## src/rtl/game_link_rx_pkg.sv

```systemverilog
// Shared types and constants for the inter-board game link.
// The state struct is the on-wire DATA byte layout, reused by the transmit side.
package game_link_rx_pkg;

    localparam logic [7:0] LINK_HDR     = 8'hA5;
    localparam logic [7:0] LINK_CHK_KEY = 8'h5A;

    typedef struct packed {
        logic       p1_ready;
        logic       p2_ready;
        logic       throw_flag;
        logic [4:0] power;
    } link_state_t;

    typedef enum logic [1:0] {
        WAIT_HDR,
        WAIT_DATA,
        WAIT_CHK
    } frame_state_t;

    typedef enum logic [1:0] {
        U_IDLE,
        U_START,
        U_DATA,
        U_STOP
    } uart_state_t;

    function automatic logic [7:0] link_chk(input link_state_t s);
        return s ^ LINK_CHK_KEY;
    endfunction

endpackage

```

## src/rtl/game_link_rx_if.sv

```systemverilog
// Serial input and decoded remote-player state of the game link receiver.
// master = receiver (drives decoded state), slave = consumer (drives the line).
interface game_link_rx_if;
    logic       rx;
    logic       rx_player1_ready;
    logic       rx_player2_ready;
    logic       rx_throw_flag;
    logic [4:0] rx_power;
    logic       frame_valid;
    logic       frame_err;
    logic       link_up;

    modport master (
        input  rx,
        output rx_player1_ready, rx_player2_ready, rx_throw_flag, rx_power,
        output frame_valid, frame_err, link_up
    );

    modport slave (
        output rx,
        input  rx_player1_ready, rx_player2_ready, rx_throw_flag, rx_power,
        input  frame_valid, frame_err, link_up
    );
endinterface

```

## src/rtl/game_link_rx_uart.sv

```systemverilog
// 8N1 UART receiver with 2-FF input synchroniser, start-bit glitch rejection.
// byte_valid pulses one cycle after the stop-bit sample; no backpressure (bytes are not held).
module link_uart_rx #(
    parameter int CLK_FREQ = 40_000_000,
    parameter int BAUD     = 115_200
) (
    input  logic       clk40MHz,
    input  logic       rst_n,
    input  logic       rx,
    output logic [7:0] data,
    output logic       byte_valid,
    output logic       stop_err
);
    import game_link_rx_pkg::*;

    localparam int CLKS_PER_BIT = CLK_FREQ / BAUD;
    localparam int HALF_BIT     = CLKS_PER_BIT / 2;
    localparam int CW           = $clog2(CLKS_PER_BIT);

    logic        rx_meta, rx_sync, rx_prev;
    uart_state_t state_r, state_nxt;
    logic [CW-1:0] cnt_r, cnt_nxt;
    logic [2:0]  bit_r, bit_nxt;
    logic [7:0]  shift_r, shift_nxt;
    logic [7:0]  data_r, data_nxt;
    logic        bv_r, bv_nxt;
    logic        se_r, se_nxt;

    always_ff @(posedge clk40MHz or negedge rst_n) begin
        if (!rst_n) begin
            rx_meta <= 1'b1;
            rx_sync <= 1'b1;
            rx_prev <= 1'b1;
            state_r <= U_IDLE;
            cnt_r   <= '0;
            bit_r   <= '0;
            shift_r <= '0;
            data_r  <= '0;
            bv_r    <= 1'b0;
            se_r    <= 1'b0;
        end else begin
            rx_meta <= rx;
            rx_sync <= rx_meta;
            rx_prev <= rx_sync;
            state_r <= state_nxt;
            cnt_r   <= cnt_nxt;
            bit_r   <= bit_nxt;
            shift_r <= shift_nxt;
            data_r  <= data_nxt;
            bv_r    <= bv_nxt;
            se_r    <= se_nxt;
        end
    end

    always_comb begin
        state_nxt = state_r;
        cnt_nxt   = cnt_r + 1'b1;
        bit_nxt   = bit_r;
        shift_nxt = shift_r;
        data_nxt  = data_r;
        bv_nxt    = 1'b0;
        se_nxt    = se_r;
        case (state_r)
            U_IDLE: begin
                cnt_nxt = '0;
                if (rx_prev && !rx_sync) state_nxt = U_START;
            end
            U_START: begin
                // Line back high at mid start bit means a glitch, not a character.
                if (cnt_r == CW'(HALF_BIT - 1)) begin
                    cnt_nxt   = '0;
                    bit_nxt   = '0;
                    state_nxt = rx_sync ? U_IDLE : U_DATA;
                end
            end
            U_DATA: begin
                if (cnt_r == CW'(CLKS_PER_BIT - 1)) begin
                    cnt_nxt   = '0;
                    shift_nxt = {rx_sync, shift_r[7:1]};
                    if (bit_r == 3'd7) state_nxt = U_STOP;
                    else               bit_nxt   = bit_r + 1'b1;
                end
            end
            U_STOP: begin
                if (cnt_r == CW'(CLKS_PER_BIT - 1)) begin
                    cnt_nxt   = '0;
                    data_nxt  = shift_r;
                    bv_nxt    = 1'b1;
                    se_nxt    = ~rx_sync;
                    state_nxt = U_IDLE;
                end
            end
            default: state_nxt = U_IDLE;
        endcase
    end

    assign data       = data_r;
    assign byte_valid = bv_r;
    assign stop_err   = se_r;

endmodule

```

## src/rtl/game_link_rx.sv

```systemverilog
// Game link receiver: validates HDR/DATA/CHK frames, holds remote player state, tracks link_up.
// Outputs update one cycle after the CHK byte; no backpressure (frames are consumed as they arrive).
module game_link_rx
    import game_link_rx_pkg::*;
#(
    parameter int CLK_FREQ     = 40_000_000,
    parameter int BAUD         = 115_200,
    parameter int LINK_TIMEOUT = 4_000_000
) (
    input  logic           clk40MHz,
    input  logic           rst_n,
    game_link_rx_if.master link
);
    localparam int CLKS_PER_BIT = CLK_FREQ / BAUD;
    localparam int BYTE_GAP     = 4 * CLKS_PER_BIT * 10;
    localparam int GW           = $clog2(BYTE_GAP + 1);
    localparam int LW           = $clog2(LINK_TIMEOUT + 1);

    logic [7:0]   rx_byte;
    logic         byte_valid, stop_err;

    frame_state_t fs_r, fs_nxt;
    link_state_t  data_r, data_nxt;
    link_state_t  out_r, out_nxt;
    logic         fv_r, fv_nxt, fe_r, fe_nxt;
    logic         link_up_r, link_up_nxt;
    logic [GW-1:0] gap_r, gap_nxt;
    logic [LW-1:0] link_cnt_r, link_cnt_nxt;

    link_uart_rx #(.CLK_FREQ(CLK_FREQ), .BAUD(BAUD)) u_uart (
        .clk40MHz  (clk40MHz),
        .rst_n     (rst_n),
        .rx        (link.rx),
        .data      (rx_byte),
        .byte_valid(byte_valid),
        .stop_err  (stop_err)
    );

    always_ff @(posedge clk40MHz or negedge rst_n) begin
        if (!rst_n) begin
            fs_r       <= WAIT_HDR;
            data_r     <= '0;
            out_r      <= '0;
            fv_r       <= 1'b0;
            fe_r       <= 1'b0;
            link_up_r  <= 1'b0;
            gap_r      <= '0;
            link_cnt_r <= '0;
        end else begin
            fs_r       <= fs_nxt;
            data_r     <= data_nxt;
            out_r      <= out_nxt;
            fv_r       <= fv_nxt;
            fe_r       <= fe_nxt;
            link_up_r  <= link_up_nxt;
            gap_r      <= gap_nxt;
            link_cnt_r <= link_cnt_nxt;
        end
    end

    always_comb begin
        fs_nxt   = fs_r;
        data_nxt = data_r;
        out_nxt  = out_r;
        fv_nxt   = 1'b0;
        fe_nxt   = 1'b0;
        gap_nxt  = '0;
        // A byte arriving in the timeout cycle takes priority over the gap error.
        if (byte_valid) begin
            case (fs_r)
                WAIT_HDR: begin
                    if (!stop_err && rx_byte == LINK_HDR) fs_nxt = WAIT_DATA;
                end
                WAIT_DATA: begin
                    if (stop_err) begin
                        fe_nxt = 1'b1;
                        fs_nxt = WAIT_HDR;
                    end else begin
                        data_nxt = link_state_t'(rx_byte);
                        fs_nxt   = WAIT_CHK;
                    end
                end
                WAIT_CHK: begin
                    fs_nxt = WAIT_HDR;
                    if (!stop_err && rx_byte == link_chk(data_r)) begin
                        out_nxt = data_r;
                        fv_nxt  = 1'b1;
                    end else begin
                        fe_nxt = 1'b1;
                    end
                end
                default: fs_nxt = WAIT_HDR;
            endcase
        end else if (fs_r != WAIT_HDR) begin
            if (gap_r == GW'(BYTE_GAP - 1)) begin
                fe_nxt = 1'b1;
                fs_nxt = WAIT_HDR;
            end else begin
                gap_nxt = gap_r + 1'b1;
            end
        end

        link_cnt_nxt = link_cnt_r;
        link_up_nxt  = link_up_r;
        if (fv_nxt) begin
            link_cnt_nxt = '0;
            link_up_nxt  = 1'b1;
        end else if (link_cnt_r != LW'(LINK_TIMEOUT)) begin
            link_cnt_nxt = link_cnt_r + 1'b1;
            if (link_cnt_r == LW'(LINK_TIMEOUT - 1)) link_up_nxt = 1'b0;
        end
    end

    assign link.rx_player1_ready = out_r.p1_ready;
    assign link.rx_player2_ready = out_r.p2_ready;
    assign link.rx_throw_flag    = out_r.throw_flag;
    assign link.rx_power         = out_r.power;
    assign link.frame_valid      = fv_r;
    assign link.frame_err        = fe_r;
    assign link.link_up          = link_up_r;

endmodule

```

## src/flat_wrapper.sv

```systemverilog
// flat-port wrapper written by rule: the top's interface ports become plain ports
module game_link_rx_flat import game_link_rx_pkg::*;
#(
    parameter int CLK_FREQ     = 40_000_000,
    parameter int BAUD         = 115_200,
    parameter int LINK_TIMEOUT = 4_000_000
)
  (clk40MHz, rst_n, link_rx, link_rx_player1_ready, link_rx_player2_ready, link_rx_throw_flag, link_rx_power, link_frame_valid, link_frame_err, link_link_up);
  game_link_rx_if link_i ();
  input  logic clk40MHz;
  input  logic rst_n;
  input wire logic [$bits(link_i.rx)-1:0] link_rx;
  output wire logic [$bits(link_i.rx_player1_ready)-1:0] link_rx_player1_ready;
  output wire logic [$bits(link_i.rx_player2_ready)-1:0] link_rx_player2_ready;
  output wire logic [$bits(link_i.rx_throw_flag)-1:0] link_rx_throw_flag;
  output wire logic [$bits(link_i.rx_power)-1:0] link_rx_power;
  output wire logic [$bits(link_i.frame_valid)-1:0] link_frame_valid;
  output wire logic [$bits(link_i.frame_err)-1:0] link_frame_err;
  output wire logic [$bits(link_i.link_up)-1:0] link_link_up;
  assign link_i.rx = link_rx;
  assign link_rx_player1_ready = link_i.rx_player1_ready;
  assign link_rx_player2_ready = link_i.rx_player2_ready;
  assign link_rx_throw_flag = link_i.rx_throw_flag;
  assign link_rx_power = link_i.rx_power;
  assign link_frame_valid = link_i.frame_valid;
  assign link_frame_err = link_i.frame_err;
  assign link_link_up = link_i.link_up;
  game_link_rx #(.CLK_FREQ(CLK_FREQ), .BAUD(BAUD), .LINK_TIMEOUT(LINK_TIMEOUT)) u_core (.clk40MHz(clk40MHz), .rst_n(rst_n), .link(link_i));
endmodule
```

## config.mk

```make
export PLATFORM = sky130hd
export DESIGN_NAME = game_link_rx_flat
export DESIGN_NICKNAME = d
export VERILOG_FILES = /design/src/rtl/game_link_rx_pkg.sv /design/src/rtl/game_link_rx_if.sv /design/src/rtl/game_link_rx_uart.sv /design/src/rtl/game_link_rx.sv /design/src/flat_wrapper.sv
export SDC_FILE = /design/constraint.sdc
export NUM_CORES = 1
export LEC_CHECK = 0
export ABC_AREA = 1
export CAP_MARGIN = 20
export CORE_MARGIN = 4
export CORE_UTILIZATION = 30
export CTS_BUF_LIST = sky130_fd_sc_hd__clkbuf_4
export CTS_CLUSTER_SIZE = 10
export DETAILED_ROUTE_END_ITERATION = 12
export PLACE_DENSITY = 0.56
export SLEW_MARGIN = 20
export SYNTH_ARGS = -nofsm -noshare
export SYNTH_HDL_FRONTEND = slang
export SYNTH_HIERARCHICAL = 1
export SYNTH_SLANG_ARGS = --single-unit
```

## constraint.sdc

```tcl
create_clock -name clk40MHz -period 1.7 [get_ports clk40MHz]
set_input_delay 0.17 -clock clk40MHz [delete_from_list [all_inputs] [get_ports clk40MHz]]
set_output_delay 0.17 -clock clk40MHz [all_outputs]
set_load 0.05 [all_outputs]
```

==> flow_metrics.env, run 1 <==
export IMPL_finalClockSkew_ns=0.0175
export IMPL_worstHoldPathType="primary input to register"
export IMPL_hold_worst_slack_ns=0.125
export IMPL_worst_skew_pair_late_latency_ns=0.45
export IMPL_register_area_share_after_synthesis_pct=48.8
export IMPL_critPathKind="register to register"
export IMPL_power_leakage_nw=2.60
export IMPL_antennaDiodeCount=0
export IMPL_critical_path_n_buffers_inverters=2
export IMPL_dp_final_hpwl_mm=6.60
export IMPL_track_usage_pct=10.9
export IMPL_drcViolationCount=0
export IMPL_layout_cells_most_common="sky130_fd_sc_hd__nand2_1"
export IMPL_cts_tree="built"
export IMPL_run_status="complete, no violations"
export IMPL_critical_path_arrival_ns=1.95
export IMPL_slowest_library_cell_on_the_worst_path="sky130_fd_sc_hd__dfrtp_2"
export IMPL_most_used_cells_in_the_layout_excluding_fill_and_tap_cells="sky130_fd_sc_hd__nand2_1, sky130_fd_sc_hd__inv_1, sky130_fd_sc_hd__dfrtp_1"
export IMPL_postSynthNetCount=611
export IMPL_grt_max_degree=93
export IMPL_max_cap_viol_count=0
export IMPL_clock_tree_buffer_depth=2
export IMPL_postSynthRegisterBits=92
export IMPL_timing_slew_headroom_pct=65.6
export IMPL_dieWidth_um=133
export IMPL_first_pass_grt_wire_length_mm=16.3
export IMPL_critPathRequiredTime_ns=2.03
export IMPL_synth_edf_count=0
export IMPL_slew_worst_pin_ns=0.517
export IMPL_ios=14
export IMPL_timing_critical_path_fanout_max=8
export IMPL_firstDrtPassIters=4
export IMPL_finalCriticalPeriod_ns=1.61
export IMPL_mappedNetlistArea_sq_um=4720
export IMPL_area_delta_synth_final_pct=14.5
export IMPL_grt_overflow=0
export IMPL_maxSlewViolCount=0
export IMPL_vias_per_cell=4.45
export IMPL_ys_warn_count=6
export IMPL_clkTransAtPathRegs_ns=0.13
export IMPL_clock_tree_htree_level_count=3
export IMPL_first_global_vias=3617
export IMPL_setup_violations_final=0
export IMPL_clock_sink_count=92
export IMPL_synthesis_instances=597
export IMPL_row_count=45
export IMPL_final_hold_violation_count=0
export IMPL_synth_top_cell_area_share_pct=47.1
export IMPL_place_congestion=0.851
export IMPL_die_height_um=133
export IMPL_port_buffers=13
export IMPL_ys_flop_type="sky130_fd_sc_hd__dfrtp_1"
export IMPL_grt_antenna_before_repair=0
export IMPL_synthTopCellsByArea="sky130_fd_sc_hd__dfrtp_1, sky130_fd_sc_hd__nand2_1, sky130_fd_sc_hd__inv_1"
export IMPL_initial_utilization_pct=30.8
export IMPL_synth_avg_cell_area_sq_um=7.91
export IMPL_drive_above_1_share_pct=12.1
export IMPL_power_density_nw_per_um2=729
export IMPL_critical_path_top_delay_family="simple AND/OR/NAND/NOR gates"
export IMPL_vias=3782
export IMPL_detailedRoute_firstIterationViolations=155
export IMPL_fin_util_pct=35.3
export IMPL_antenna_viol_nets_final=0
export IMPL_endpoint_kind="register"
export IMPL_timing_critical_path_from_type="register"
export IMPL_critical_path_cell_chain="nand2_1 -> inv_1 -> nor2_1 -> nand2_1 -> nor2_2 -> nand3_2 -> nor2_8 -> buf_4 -> nor2_1"
export IMPL_yosys_area_top_type="sky130_fd_sc_hd__dfrtp_1"
export IMPL_post_route_period_util_pct=94.9
export IMPL_synth_cell_types=32
export IMPL_cts_buffers_inserted=9
export IMPL_fp_dieArea_sq_um=17800
export IMPL_final_nets=647
export IMPL_synth_async_sr_flop_share_pct=100
export IMPL_design_core_area_sq_um=15300
export IMPL_cts_root_buf="sky130_fd_sc_hd__clkbuf_4"
export IMPL_max_vdd_drop_mv=0.555
export IMPL_max_stage_delay_ns=0.45
export IMPL_drt_total_wl_mm=9.23
export IMPL_max_freq_mhz=620
export IMPL_wl_per_cell_um=10.9
==> cell families (layout without fill, tap and decap cells) <==
family | count (synthesis) | count (layout) | synth area share (%)
simple gates | 320 | 321 | 30.5
buf+inv | 101 | 141 | 8.82
flops | 92 | 92 | 48.8
compound gates | 66 | 66 | 7.65
fa+ha+maj | 11 | 11 | 2.91
xor+xnor | 7 | 7 | 1.30
==> final timing paths <==
check,startpoint,end,slack (ns),cells past startpoint
setup / recovery,u_core/u_uart/data[3]$_DFFE_PN0P_,u_core/link_cnt_r[20]$_DFFE_PN0P_,0.09,9
hold / removal,link_rx,u_core/u_uart/rx_meta$_DFF_PN1_,0.13,1
setup reg to reg,u_core/u_uart/data[3]$_DFFE_PN0P_,u_core/link_cnt_r[20]$_DFFE_PN0P_,0.09,9
hold reg to reg,u_core/u_uart/rx_meta$_DFF_PN1_,u_core/u_uart/rx_sync$_DFF_PN1_,0.36,0
max in group asynchronous,rst_n,u_core/u_uart/rx_meta$_DFF_PN1_,0.98,3
min in group asynchronous,rst_n,u_core/link_cnt_r[10]$_DFFE_PN0P_,0.25,3
==> registers in the layout (all words and copies together) (netlist names), 3 cells and up, named ones only <==
register and count:
u_core/gap_r 14, u_core/link_cnt_r 22, u_core/data_r 8, u_core/u_uart/data 8, u_core/u_uart/shift_r 8, u_core/u_uart/cnt_r 9, u_core/u_uart/bit_r 3, u_core/link.rx_power 5
==> power breakdown <==
group          total (mW)  leakage (nW)  internal, mW  switching [mW]
logic               0.422          1.28         0.127           0.295
registers            2.31          1.25          2.25          0.0684
clock network        1.21        0.0682         0.473           0.733
total                3.94          2.60          2.85            1.10
==> cell type report <==
| type | instances | area, sq um |
|---|---|---|
| Sequential cell | 92 | 2310 |
| Fill cell | 1632 | 9900 |
| Tap cell | 211 | 264 |
| Clock buffer | 11 | 82.6 |
| Multi-Input combinational cell | 405 | 2060 |
| Inverter | 93 | 349 |
| Clock inverter | 5 | 52.6 |
| Timing Repair Buffer | 32 | 299 |
==> synthesized netlist by cell type (all sizes together) (3+ instances only) <==
library cell / number
nand2: 149
nor2: 95
inv: 93
dfrtp: 89
o21ai: 35
nand3: 33
nor3: 25
a21oi: 18
nand4: 12
o21a: 12
ha: 11
buf: 6
xnor2: 5
dfstp: 3
==> per-stage QoR <==
step | setup TNS [ns] | setup WS [ns] | power (mW) | instance area (sq um) | std cells
finish | 0 | 0.0859 | 3.94 | 5410 | 849
global route | -0.118 | -0.0216 | 4.18 | 5410 | 849
CTS | 0 | 0.0771 | 4.01 | 5290 | 839
detailed placement | -0.0132 | -0.0132 | 2.77 | 5150 | 822
global placement | 0 | 0.104 | 2.76 | 5150 | 822
floorplan | 0 | 0.181 | 2.63 | 4720 | 597
==> worst reg2reg max path: stages, from the launching register on <==
cell	delay [ns]
sky130_fd_sc_hd__dfrtp_2	0.45
sky130_fd_sc_hd__nand2_1	0.09
sky130_fd_sc_hd__inv_1	0.04
sky130_fd_sc_hd__nor2_1	0.09
sky130_fd_sc_hd__nand2_1	0.09
sky130_fd_sc_hd__nor2_2	0.12
sky130_fd_sc_hd__nand3_2	0.20
sky130_fd_sc_hd__nor2_8	0.23
sky130_fd_sc_hd__buf_4	0.16
sky130_fd_sc_hd__nor2_1	0.05
==> what timing repair did <==
action | in CTS | in global routing
hold buffers | 1 | 0
endpoints found under the setup margin | 5 | 36
gates cloned | 0 | 1
setup buffers | 0 | 9
endpoints found under the hold margin | 89 | 0
pin swaps | 0 | 4
resized for setup | 4 | 13
==> per-layer routing <==
layer / share of wire [%] / vias up / global-route usage (%) / wire length [um]
met4: 1.1 / 0 / 3.37 / 102
met5: 0 / - / 0 / 0
met1: 48 / 1779 / 13.8 / 4440
li1: - / 1952 / - / -
met2: 48 / 40 / 18.2 / 4430
met3: 2.8 / 11 / 2.79 / 260
Power figures use the tool's default switching activity.
==> run 2: changes to the inputs <==
--- a/config.mk
+++ b/config.mk
@@ -12,6 +12,7 @@
 export CTS_BUF_LIST = sky130_fd_sc_hd__clkbuf_4
 export CTS_CLUSTER_SIZE = 10
 export DETAILED_ROUTE_END_ITERATION = 12
+export GPL_TIMING_DRIVEN = 0
 export PLACE_DENSITY = 0.56
 export SLEW_MARGIN = 20
 export SYNTH_ARGS = -nofsm -noshare
==> run 2 against run 1 <==
Setup slack improved by 0.013 ns; total power down 0.91%; worst hold slack worse by 0.00090 ns; clock power shrank 3%; largest power group unchanged; flip-flop and latch count did not move; final cell count decreased by 0.12%; global-route usage rose by 0.22 points; critical path type unchanged; clock skew decreased by 0.0060 ns; register-to-register slack hardly changed; highest routed layer unchanged; utilization up 0.46 points; combinational power rose by 5.7%.
==> flow_metrics.env, run 2 (same netlist as run 1, synthesis figures left out) <==
export IMPL_run_status="complete, no violations"
export IMPL_cts_root_buf="sky130_fd_sc_hd__clkbuf_4"
export IMPL_track_usage_pct=11.1
export IMPL_antennaDiodeCount=0
export IMPL_first_global_vias=3754
export IMPL_p_seq_share_pct=58.5
export IMPL_max_stage_delay_ns=0.40
export IMPL_endpoint_kind="register"
export IMPL_fp_dieArea_sq_um=17800
export IMPL_clockPowerShare_pct=30.0
export IMPL_slew_worst_pin_ns=0.503
export IMPL_row_count=45
export IMPL_finalClockSkew_ns=0.0115
export IMPL_critical_path_top_delay_family="simple AND/OR/NAND/NOR gates"
export IMPL_stdcell_count=848
export IMPL_place_congestion=0.877
export IMPL_top_register="u_core/link_cnt_r"
export IMPL_power_switching_fraction_pct=27.0
export IMPL_area_delta_synth_final_pct=16.0
export IMPL_grt_setup_unrepaired="yes"
export IMPL_drcViolationCount=0
export IMPL_layout_cells_most_common="sky130_fd_sc_hd__nand2_1"
export IMPL_largest_register_ff_count=22
export IMPL_timing_critical_path_fanout_max=5
export IMPL_hold_worst_slack_ns=0.124
export IMPL_ios=14
export IMPL_wl_per_cell_um=10.8
export IMPL_final_nets=648
export IMPL_timing_slew_headroom_pct=66.2
export IMPL_first_pass_grt_wire_length_mm=16.5
export IMPL_dp_final_hpwl_mm=6.49
export IMPL_critical_path_n_buffers_inverters=0
export IMPL_final_hold_violation_count=0
export IMPL_max_vdd_drop_mv=0.270
export IMPL_worstHoldPathType="primary input to register"
export IMPL_setup_violations_final=0
export IMPL_slowest_library_cell_on_the_worst_path="sky130_fd_sc_hd__dfrtp_1"
export IMPL_clkTransAtPathRegs_ns=0.13
export IMPL_vias=3734
export IMPL_clock_tree_htree_level_count=3
export IMPL_critical_path_arrival_ns=1.95
export IMPL_combinationalPowerShare_pct=11.4
export IMPL_initial_utilization_pct=30.8
export IMPL_clock_sink_count=92
export IMPL_detailedRoute_firstIterationViolations=153
export IMPL_max_cap_viol_count=0
export IMPL_grt_antenna_before_repair=0
export IMPL_drt_total_wl_mm=9.18
export IMPL_dp_cells=822
export IMPL_design_core_area_sq_um=15300
export IMPL_die_height_um=133
export IMPL_finalCriticalPeriod_ns=1.60
export IMPL_power_leakage_nw=2.63
export IMPL_post_route_period_util_pct=94.2
export IMPL_grt_max_degree=67
export IMPL_vias_per_cell=4.40
export IMPL_port_buffers=13
export IMPL_internal_power_mw=2.85
export IMPL_firstDrtPassIters=4
export IMPL_grt_overflow=0
export IMPL_critical_path_cell_chain="ha_2 -> nand3_4 -> nor2_4 -> nand3_4 -> nor3_4 -> nand2_1 -> nand2_1 -> nor2_1"
export IMPL_clock_tree_buffer_depth=2
export IMPL_cts_buffers_inserted=9
export IMPL_drive_above_1_share_pct=13.0
export IMPL_dieWidth_um=133
export IMPL_power_density_nw_per_um2=713
export IMPL_max_freq_mhz=624
export IMPL_maxSlewViolCount=0
export IMPL_worst_skew_pair_late_latency_ns=0.45
export IMPL_nFillCells=1614
export IMPL_rrSetupSlack_ns=0.1
export IMPL_critPathRequiredTime_ns=2.05
export IMPL_timing_critical_path_from_type="register"
export IMPL_antenna_viol_nets_final=0
export IMPL_switchingPower_mw=1.05
export IMPL_critPathKind="register to register"
export IMPL_layout_top_registers="u_core/link_cnt_r (22), u_core/gap_r (14), u_core/u_uart/cnt_r (9)"
export IMPL_cts_tree="built"
export IMPL_most_used_cells_in_the_layout_excluding_fill_and_tap_cells="sky130_fd_sc_hd__nand2_1, sky130_fd_sc_hd__inv_1, sky130_fd_sc_hd__dfrtp_1"
[run 2: cell types whose count changed in the layout (fill, tap and decap cells not counted), sizes merged]
cell and change:
buf -10, dlygate4sd2 +8, clkbuf +4, clkinv -2, clkinvlp -1
[run 2: repair_timing]
item                                    4_1_cts  5_1_grt
endpoints found under the setup margin       29       53
buffers inserted                              2        7
pin swaps                                     2       14
endpoints found under the hold margin        89        0
cloned                                        0        2
resized for setup                            14       30
hold buffers                                  1        0
[run 2: final cells by class]
| class | instances | area, sq um | share of cell area [%] |
|---|---|---|---|
| sequential | 92 | 2310 | 42.2 |
| multi-input combinational | 405 | 2090 | 38.1 |
| inverter | 93 | 349 | 6.37 |
| timing repair buffer | 25 | 268 | 4.88 |
| tap | 211 | 264 | 4.82 |
| clock buffer | 12 | 90.1 | 1.64 |
| buffer | 8 | 75.1 | 1.37 |
| clock inverter | 2 | 37.5 | 0.685 |
[run 2: power by group through the flow]
stage	clock, mW	combinational (mW)	sequential, mW
after floorplan	0	0.311	2.32
after CTS	1.25	0.444	2.29
final	1.17	0.446	2.29
after global routing	1.34	0.539	2.29
after detailed placement	0	0.439	2.33
after global placement	0	0.423	2.33
[run 2: worst paths after layout]
check	start	to	cells after the start
max	u_core/link_cnt_r[0]$_DFFE_PN0P_	u_core/link_cnt_r[16]$_DFFE_PN0P_	8
min	link_rx	u_core/u_uart/rx_meta$_DFF_PN1_	1
max reg2reg	u_core/link_cnt_r[0]$_DFFE_PN0P_	u_core/link_cnt_r[16]$_DFFE_PN0P_	8
min reg2reg	u_core/u_uart/rx_meta$_DFF_PN1_	u_core/u_uart/rx_sync$_DFF_PN1_	0
max in group asynchronous	rst_n	u_core/u_uart/rx_meta$_DFF_PN1_	3
min in group asynchronous	rst_n	u_core/link_cnt_r[17]$_DFFE_PN0P_	2
[run 2: through the flow]
stage                     util (%)  cell area (sq um)  power [mW]  TNS (ns)  worst slack [ns]
after floorplan                  -               4720        2.63         0             0.181
after global placement        33.4               5120        2.75   -272.11             -3.00
after detailed placement      33.6               5150        2.77    -0.234           -0.0621
after CTS                     34.6               5300        3.98         0            0.0212
after global routing          35.8               5480        4.17   -0.0379           -0.0369
final                         35.8               5480        3.91         0            0.0985
[run 2: routing by layer]
layer  global-route usage [%]  vias to the layer above  share of wire (%)
li1                         -                     1950                  -
met1                     13.9                     1742                 48
met2                     18.4                       33                 48
met3                     3.85                        9                3.3
met4                     2.63                        0               0.83
met5                        0                        -                  0
